<file path="src/rtl/bus_op_scheduler.sv">
`default_nettype none
// ============================================================================
// Module   : bus_op_scheduler
// Purpose  : Queues Pi-side bus commands and presents them one at a time to
//            the 68K bus engine. Writes go through a small FIFO and a single
//            read is held until every earlier write has been issued, so bus
//            order always matches Pi order. Read data is returned as a
//            one-cycle pulse.
// Options  : WRITE_POST_EN - when defined, writes are posted into a DEPTH-entry
//            FIFO. When undefined, only one write may be outstanding, and it
//            holds cmd_ready low until its bus cycle completes.
// Revision : 1.0 - initial release
// ============================================================================
module bus_op_scheduler #(
  parameter int DEPTH = 4
) (
  input  logic        m68k_clk,
  input  logic        op_txnrst,
  input  logic        cmd_valid,
  output logic        cmd_ready,
  input  logic        cmd_rw,
  input  logic        cmd_sz,
  input  logic [23:0] cmd_a,
  input  logic [15:0] cmd_d,
  output logic        op_req,
  output logic        op_rw,
  output logic        op_sz,
  output logic [23:0] op_a,
  output logic [15:0] op_d,
  input  logic        op_done,
  input  logic [15:0] op_din,
  output logic        rd_valid,
  output logic [15:0] rd_data,
  output logic        txn_busy,
  input  logic        flush
);

  // Pointer and occupancy widths. The count needs one extra bit so that a
  // full FIFO can be told apart from an empty one.
  localparam int c_pw = (DEPTH > 1) ? $clog2(DEPTH) : 1;
  localparam int c_cw = c_pw + 1;

`ifdef WRITE_POST_EN
  localparam int c_cap = DEPTH;
`else
  // Without posting, one write at a time occupies the queue.
  localparam int c_cap = 1;
`endif

  localparam logic [c_cw-1:0] c_cap_cnt = c_cw'(c_cap);
  localparam logic [c_cw-1:0] c_cnt_one = c_cw'(1);
  localparam logic [c_pw-1:0] c_ptr_one = c_pw'(1);

  // Scheduler states
  localparam logic [1:0] c_st_idle  = 2'd0;
  localparam logic [1:0] c_st_issue = 2'd1;
  localparam logic [1:0] c_st_wait  = 2'd2;
  localparam logic [1:0] c_st_rret  = 2'd3;

  logic [1:0]      r_state;
  logic [c_cw-1:0] r_cnt;
  logic [c_pw-1:0] r_wptr;
  logic [c_pw-1:0] r_rptr;

  // Write FIFO storage
  logic [23:0]     r_fa [0:DEPTH-1];
  logic            r_fs [0:DEPTH-1];
  logic [15:0]     r_fd [0:DEPTH-1];

  // Single read-hold register
  logic            r_hold_v;
  logic [23:0]     r_hold_a;
  logic            r_hold_sz;

  // Source of the operation currently on the bus (1 = read hold)
  logic            r_op_is_rd;
  // A flush arrived while a bus cycle was in flight
  logic            r_flush_pend;
  logic [15:0]     r_rd_data;
  // Low during reset and for the cycle of release; gates cmd_ready/txn_busy
  logic            r_live;

  logic            w_fifo_empty;
  logic            w_fifo_full;
  logic            w_accept;
  logic            w_push;
  logic            w_hold_set;
  logic            w_done;
  logic            w_pop;
  logic            w_active;
  logic            w_sel_rd;
  logic            w_flush_all;
  logic [c_cw-1:0] w_cnt_nxt;

  assign w_fifo_empty = (r_cnt == '0);
  assign w_fifo_full  = (r_cnt == c_cap_cnt);

  // Commands are accepted only outside RRET, with room in the queue and no
  // read already parked.
  assign cmd_ready  = r_live && !w_fifo_full && !r_hold_v && (r_state != c_st_rret);
  assign w_accept   = cmd_valid && cmd_ready;
  assign w_push     = w_accept && !cmd_rw && !flush;
  assign w_hold_set = w_accept &&  cmd_rw && !flush;

  // OP_DONE only means something while a bus cycle is outstanding.
  assign w_done = (r_state == c_st_wait) && op_done;
  assign w_pop  = w_done && !r_op_is_rd;

  // A flush takes effect at once unless a bus cycle is still running; in that
  // case it is deferred until the engine reports completion.
  assign w_flush_all = flush && ((r_state != c_st_wait) || op_done);

  assign w_active = (r_state == c_st_issue) || (r_state == c_st_wait);
  // Writes win in ISSUE; the read hold is used only once the FIFO is drained.
  assign w_sel_rd = (r_state == c_st_issue) ? w_fifo_empty : r_op_is_rd;

  assign txn_busy = r_live && (!cmd_ready || r_hold_v);
  assign rd_valid = (r_state == c_st_rret);
  assign rd_data  = r_rd_data;

  // Next FIFO occupancy; a push and pop together leave it unchanged.
  always_comb begin
    w_cnt_nxt = r_cnt;
    if (w_push && !w_pop) begin
      w_cnt_nxt = r_cnt + c_cnt_one;
    end else if (!w_push && w_pop) begin
      w_cnt_nxt = r_cnt - c_cnt_one;
    end
  end

  // Drive the bus request fields from the FIFO head or the read hold.
  always_comb begin
    op_req = 1'b0;
    op_rw  = 1'b0;
    op_sz  = 1'b0;
    op_a   = '0;
    op_d   = '0;
    if (w_active) begin
      op_req = 1'b1;
      if (w_sel_rd) begin
        op_rw = 1'b1;
        op_sz = r_hold_sz;
        op_a  = r_hold_a;
      end else begin
        op_sz = r_fs[r_rptr];
        op_a  = r_fa[r_rptr];
        op_d  = r_fd[r_rptr];
      end
    end
  end

  // Write FIFO storage; contents need no reset because occupancy guards them.
  always_ff @(posedge m68k_clk) begin
    if (w_push) begin
      r_fa[r_wptr] <= cmd_a;
      r_fs[r_wptr] <= cmd_sz;
      r_fd[r_wptr] <= cmd_d;
    end
  end

  // Control state, FIFO pointers, read hold and read-return capture.
  always_ff @(posedge m68k_clk or posedge op_txnrst) begin
    if (op_txnrst) begin
      r_state      <= c_st_idle;
      r_cnt        <= '0;
      r_wptr       <= '0;
      r_rptr       <= '0;
      r_hold_v     <= 1'b0;
      r_hold_a     <= '0;
      r_hold_sz    <= 1'b0;
      r_op_is_rd   <= 1'b0;
      r_flush_pend <= 1'b0;
      r_rd_data    <= '0;
      r_live       <= 1'b0;
    end else begin
      r_live <= 1'b1;
      if (w_flush_all) begin
        r_state      <= c_st_idle;
        r_cnt        <= '0;
        r_wptr       <= '0;
        r_rptr       <= '0;
        r_hold_v     <= 1'b0;
        r_flush_pend <= 1'b0;
      end else if (flush) begin
        // In WAIT with the cycle still running: keep only the entry on the
        // bus so the OP_* fields stay stable, drop everything queued behind.
        r_flush_pend <= 1'b1;
        if (r_op_is_rd) begin
          r_cnt  <= '0;
          r_wptr <= r_rptr;
        end else begin
          r_cnt  <= c_cnt_one;
          r_wptr <= r_rptr + c_ptr_one;
        end
      end else begin
        if (w_push) begin
          r_wptr <= r_wptr + c_ptr_one;
        end
        if (w_pop) begin
          r_rptr <= r_rptr + c_ptr_one;
        end
        r_cnt <= w_cnt_nxt;

        if (w_hold_set) begin
          r_hold_v  <= 1'b1;
          r_hold_a  <= cmd_a;
          r_hold_sz <= cmd_sz;
        end

        case (r_state)
          c_st_idle: begin
            if (!w_fifo_empty || r_hold_v) begin
              r_state <= c_st_issue;
            end
          end
          c_st_issue: begin
            r_op_is_rd <= w_fifo_empty;
            r_state    <= c_st_wait;
          end
          c_st_wait: begin
            if (op_done) begin
              if (r_flush_pend) begin
                // Deferred flush: the in-flight op has finished, drop it.
                r_flush_pend <= 1'b0;
                if (r_op_is_rd) begin
                  r_hold_v <= 1'b0;
                end
                r_state <= c_st_idle;
              end else if (r_op_is_rd) begin
                r_rd_data <= op_din;
                r_state   <= c_st_rret;
              end else if ((w_cnt_nxt != '0) || r_hold_v || w_hold_set) begin
                r_state <= c_st_issue;
              end else begin
                r_state <= c_st_idle;
              end
            end
          end
          c_st_rret: begin
            r_hold_v <= 1'b0;
            r_state  <= c_st_idle;
          end
          default: begin
            r_state <= c_st_idle;
          end
        endcase
      end
    end
  end

endmodule
`default_nettype wire

</file>
<file path="config.mk">
export PLATFORM = sky130hd
export DESIGN_NAME = bus_op_scheduler
export DESIGN_NICKNAME = d
export VERILOG_FILES = /design/src/rtl/bus_op_scheduler.sv
export SDC_FILE = /design/constraint.sdc
export NUM_CORES = 1
export LEC_CHECK = 0
export CAP_MARGIN = 10
export CORE_MARGIN = 3
export CORE_UTILIZATION = 40
export DETAILED_ROUTE_END_ITERATION = 7
export GPL_TIMING_DRIVEN = 0
export SLEW_MARGIN = 20
export SYNTH_ARGS = -nofsm -noshare
export SYNTH_HDL_FRONTEND = slang
export SYNTH_SLANG_ARGS = --single-unit
</file>
<file path="constraint.sdc">
create_clock -name m68k_clk -period 4.4 [get_ports m68k_clk]
set_input_delay 0.44 -clock m68k_clk [delete_from_list [all_inputs] [get_ports m68k_clk]]
set_output_delay 0.44 -clock m68k_clk [all_outputs]
set_load 0.1 [all_outputs]
</file>
==> results.py <==
metrics = {
    "outcome": {
        "outcome": "complete, no violations",
    },
    "cts": {
        "clk_latency_ps": 500,
        "ctsHtreeMaxLevel": 1,
        "numClockSinks": 218,
        "cts_root_buf": "sky130_fd_sc_hd__clkbuf_16",
        "cts_tree": "done",
        "cts_buffer_depth": 3,
        "post_cts_clock_slew_at_the_launch_and_capture_registers_of_the_worst_setup_and_hold_paths_ps": 70,
        "cts-buffers-inserted": 24,
        "cts-hold-fix-buffers": 0,
    },
    "sta": {
        "grt_setup_unrepaired": "no",
        "setup-tns-final_ps": 0,
        "finalWorstPathRequiredPeriod_ps": 4220,
        "finalHoldViolations": 0,
        "fin_worst_skew_ps": 11.6,
        "setup_viol": 0,
        "max-slew-margin-rel_pct": 33.0,
        "finalCritPeriodShare_pct": 95.8,
        "max_freq_mhz": 237,
        "worst_slew_pin_slew_ps": 1000,
        "timing_max_transition_violations_final": 0,
    },
    "setup_path": {
        "criticalPathCategory": "flip-flop to output pin",
        "cp_slowest_cell": "sky130_fd_sc_hd__clkdlybuf4s15_1",
        "crit_path_cell_trace": "inv_1 > ha_1 > mux2i_1 > clkbuf_1 > nand2_1 > a21boi_0 > clkdlybuf4s15_1",
        "critical_path.max_fanout": 10,
        "crit_path_start_kind": "flip-flop",
        "critical_path.startpoint": "r_state[1]$_DFFE_PP0P_",
        "worst_r2r_endpoint": "r_fd[2][8]$_DFFE_PP_",
        "worst-r2r-setup-slack_ps": 2120,
        "r2r_cells": 5,
        "crit_arrival_ps": 3780,
        "cp_slowest_stage_delay_ps": 890,
        "reg2reg_from": "r_state[1]$_DFFE_PP0P_",
        "crit_required_ps": 3960,
        "critical_path_capture_point_type": "output pin",
        "timing.critical_path.to": "op_a[23]",
    },
    "logic_synthesis": {
        "ys_seq_elements": 218,
        "avgSynthCellArea_um2": 17.3,
        "synth.largest_area_cell": "sky130_fd_sc_hd__edfxtp_1",
        "yosys_warnings": 0,
        "yosys-top-cells-count": "sky130_fd_sc_hd__edfxtp_1, sky130_fd_sc_hd__nand2_1, sky130_fd_sc_hd__dfrtp_1, sky130_fd_sc_hd__mux2_2, sky130_fd_sc_hd__mux4_2",
        "cell_count_after_synthesis": 523,
        "post_synth_num_cell_types": 44,
        "portion_of_synthesized_cell_area_occupied_by_the_leading_cell_type_pct": 54.5,
        "synthMostInstantiatedCell": "sky130_fd_sc_hd__edfxtp_1",
        "async_reset_ff_share_pct": 24.8,
        "synth_area_um2": 9040,
        "synth-edff-count": 164,
        "postSynth.topFlopCell": "sky130_fd_sc_hd__edfxtp_1",
        "synth_seq_area_share_pct": 69.4,
        "post_synth_main_area_contributors": "sky130_fd_sc_hd__edfxtp_1, sky130_fd_sc_hd__dfrtp_1, sky130_fd_sc_hd__mux4_2, sky130_fd_sc_hd__mux2_2, sky130_fd_sc_hd__nand2_1",
        "synth_fp_nets": 599,
    },
    "drt": {
        "drt-wirelength-per-cell_um": 21.0,
        "firstDrtPassIters": 4,
        "vias_per_cell": 5.25,
        "num_vias": 5096,
        "ant_nets": 0,
        "drt_iter0_markers": 312,
        "routed_wirelength_um": 20400,
        "drc_violation_count_after_routing": 0,
    },
    "flow_run": {
        "max_capacitance_violation_count": 0,
    },
    "cells_and_area": {
        "area_growth_pct": 27.6,
        "post_route_cells_drive_above_1_share_pct": 21.1,
        "nFillCells": 1877,
        "diodes_inserted": 0,
        "area_taken_by_multi_input_logic_gates_um2": 2580,
        "seqCellArea_um2": 6280,
        "finish.cell_count_without_fillers": 971,
        "finalNetCount": 749,
    },
    "grt": {
        "global_routing_usage_summed_across_all_routing_layers_pct": 16.8,
        "grt_pass1_vias": 5438,
        "globalRoute.totalOverflow": 0,
        "antenna_violations_before_repair": 0,
        "global_route_wire_length_before_repair_um": 31300,
        "grt_start_max_net_pins": 42,
    },
    "die": {
        "die_w_um": 156,
        "floorplan.rows": 54,
        "design.die.area_um2": 24400,
        "die_y_um": 156,
        "start_util_pct": 41.0,
        "boundaryPins": 125,
        "coreArea_um2": 22000,
    },
    "placement": {
        "gp_congestion": 0.819,
        "dp.cells": 927,
        "detailedPlacementHpwl_um": 12800,
        "port-buffer-count": 123,
    },
    "hold_path": {
        "timing.hold.worst.class": "primary input to flip-flop",
    },
    "pwr": {
        "p_total_mw": 8.42,
        "vdd.ir_drop.worst_mv": 0.566,
        "powerDensity_nw_per_um2": 730,
        "power_leakage_nw": 4.31,
    },
}
-- cell families (layout without fill, tap and decap cells) --
| group | count (synthesis) | count (layout) | synth area share [%] |
|---|---|---|---|
| other cells | 1 | 1 | 0.0415 |
| mux | 87 | 87 | 15.9 |
| simple gates | 111 | 111 | 6.31 |
| xor+xnor | 8 | 8 | 0.775 |
| fa+ha+maj | 13 | 13 | 1.80 |
| flops | 218 | 218 | 69.4 |
| buf+inv | 38 | 206 | 2.13 |
| compound gates | 47 | 47 | 3.60 |
-- per-layer routing --
layer / wire length [um] / GRT usage, %
met1: 8860 / 22.4
met5: 0 / 0
met2: 10200 / 28.7
met3: 956 / 3.18
met4: 416 / 3.92
-- timing repair --
item / CTS / global route
buffers inserted: 0 / 0
gates resized for setup: 13 / 13
endpoints found under the setup margin: 13 / 13
pin swaps: 0 / 0
-- cell usage in the layout (no fill, tap or decap), types with 13 or more instances in the layout --
cell | netlist | routed
sky130_fd_sc_hd__clkdlybuf4s50_1 | 0 | 98
sky130_fd_sc_hd__and3_1 | 18 | 18
sky130_fd_sc_hd__dfrtp_1 | 54 | 54
sky130_fd_sc_hd__mux4_2 | 41 | 41
sky130_fd_sc_hd__clkbuf_16 | 0 | 25
sky130_fd_sc_hd__nand2_1 | 57 | 57
sky130_fd_sc_hd__a21boi_0 | 25 | 25
sky130_fd_sc_hd__clkbuf_1 | 12 | 19
sky130_fd_sc_hd__mux2_2 | 42 | 42
sky130_fd_sc_hd__ha_1 | 13 | 13
sky130_fd_sc_hd__edfxtp_1 | 164 | 164
-- worst max-delay path, delay by kind of cell, from the launching register on --
kind / cells / cell delay (ps)
adder cells (fa/ha/maj): 1 / 220
AO/OA/AOI/OAI: 1 / 410
flip-flops: 1 / 430
AND/OR/NAND/NOR: 1 / 100
multiplexers: 1 / 540
buffers and inverters: 3 / 1560
-- area by class of cell --
| class | instances | share of cell area, % |
|---|---|---|
| Tap cell | 280 | 3.04 |
| Multi-Input combinational cell | 267 | 22.4 |
| Timing Repair Buffer | 124 | 11.0 |
| Clock inverter | 11 | 1.75 |
| Inverter | 10 | 0.347 |
| Buffer | 28 | 1.35 |
| Clock buffer | 33 | 5.77 |
| Sequential cell | 218 | 54.4 |
-- metrics by stage --
| stage | util, % | instance area [um^2] | hold slack [ps] | setup WS, ps |
|---|---|---|---|---|
| after detailed placement | 48.4 | 10700 | 490 | 314 |
| after floorplan | - | 9040 | 464 | 67.4 |
| final | 52.4 | 11500 | 221 | 184 |
| after global placement | 48.2 | 10600 | 478 | 337 |
| after global routing | 52.4 | 11500 | 213 | 7.94 |
| after CTS | 52.2 | 11500 | 199 | 3.21 |
-- power breakdown --
group / switching, mW / internal (mW) / leakage [nW] / total [mW]
clock network: 0.767 / 1.41 / 0.421 / 2.17
logic: 2.85 / 0.860 / 1.74 / 3.71
registers: 0.108 / 2.43 / 2.15 / 2.54
-- worst min-delay path by stage --
| stage | slack (ps) | start | cells after the start | to |
|---|---|---|---|---|
| floorplan | 460 | r_hold_a[3]$_DFFE_PP0P_ | 1 | r_hold_a[3]$_DFFE_PP0P_ |
| global placement | 480 | r_hold_a[3]$_DFFE_PP0P_ | 1 | r_hold_a[3]$_DFFE_PP0P_ |
| detailed placement | 490 | r_hold_a[3]$_DFFE_PP0P_ | 1 | r_hold_a[3]$_DFFE_PP0P_ |
| CTS | 200 | flush | 2 | r_hold_v$_DFFE_PP0N_ |
| global route | 210 | flush | 2 | r_hold_v$_DFFE_PP0N_ |
| finish | 220 | flush | 2 | r_hold_v$_DFFE_PP0N_ |
-- flip-flops by register name, indices dropped and copies added, names as in the netlist --
signal        cells
r_cnt             3
r_flush_pend      1
r_hold_a         24
r_hold_sz         1
r_live            1
r_fs              4
r_wptr            2
r_rptr            2
r_hold_v          1
rd_data          16
r_fd             64
r_fa             96
r_state           2
r_op_is_rd        1
Note: power is estimated with default switching activity, not from simulation.
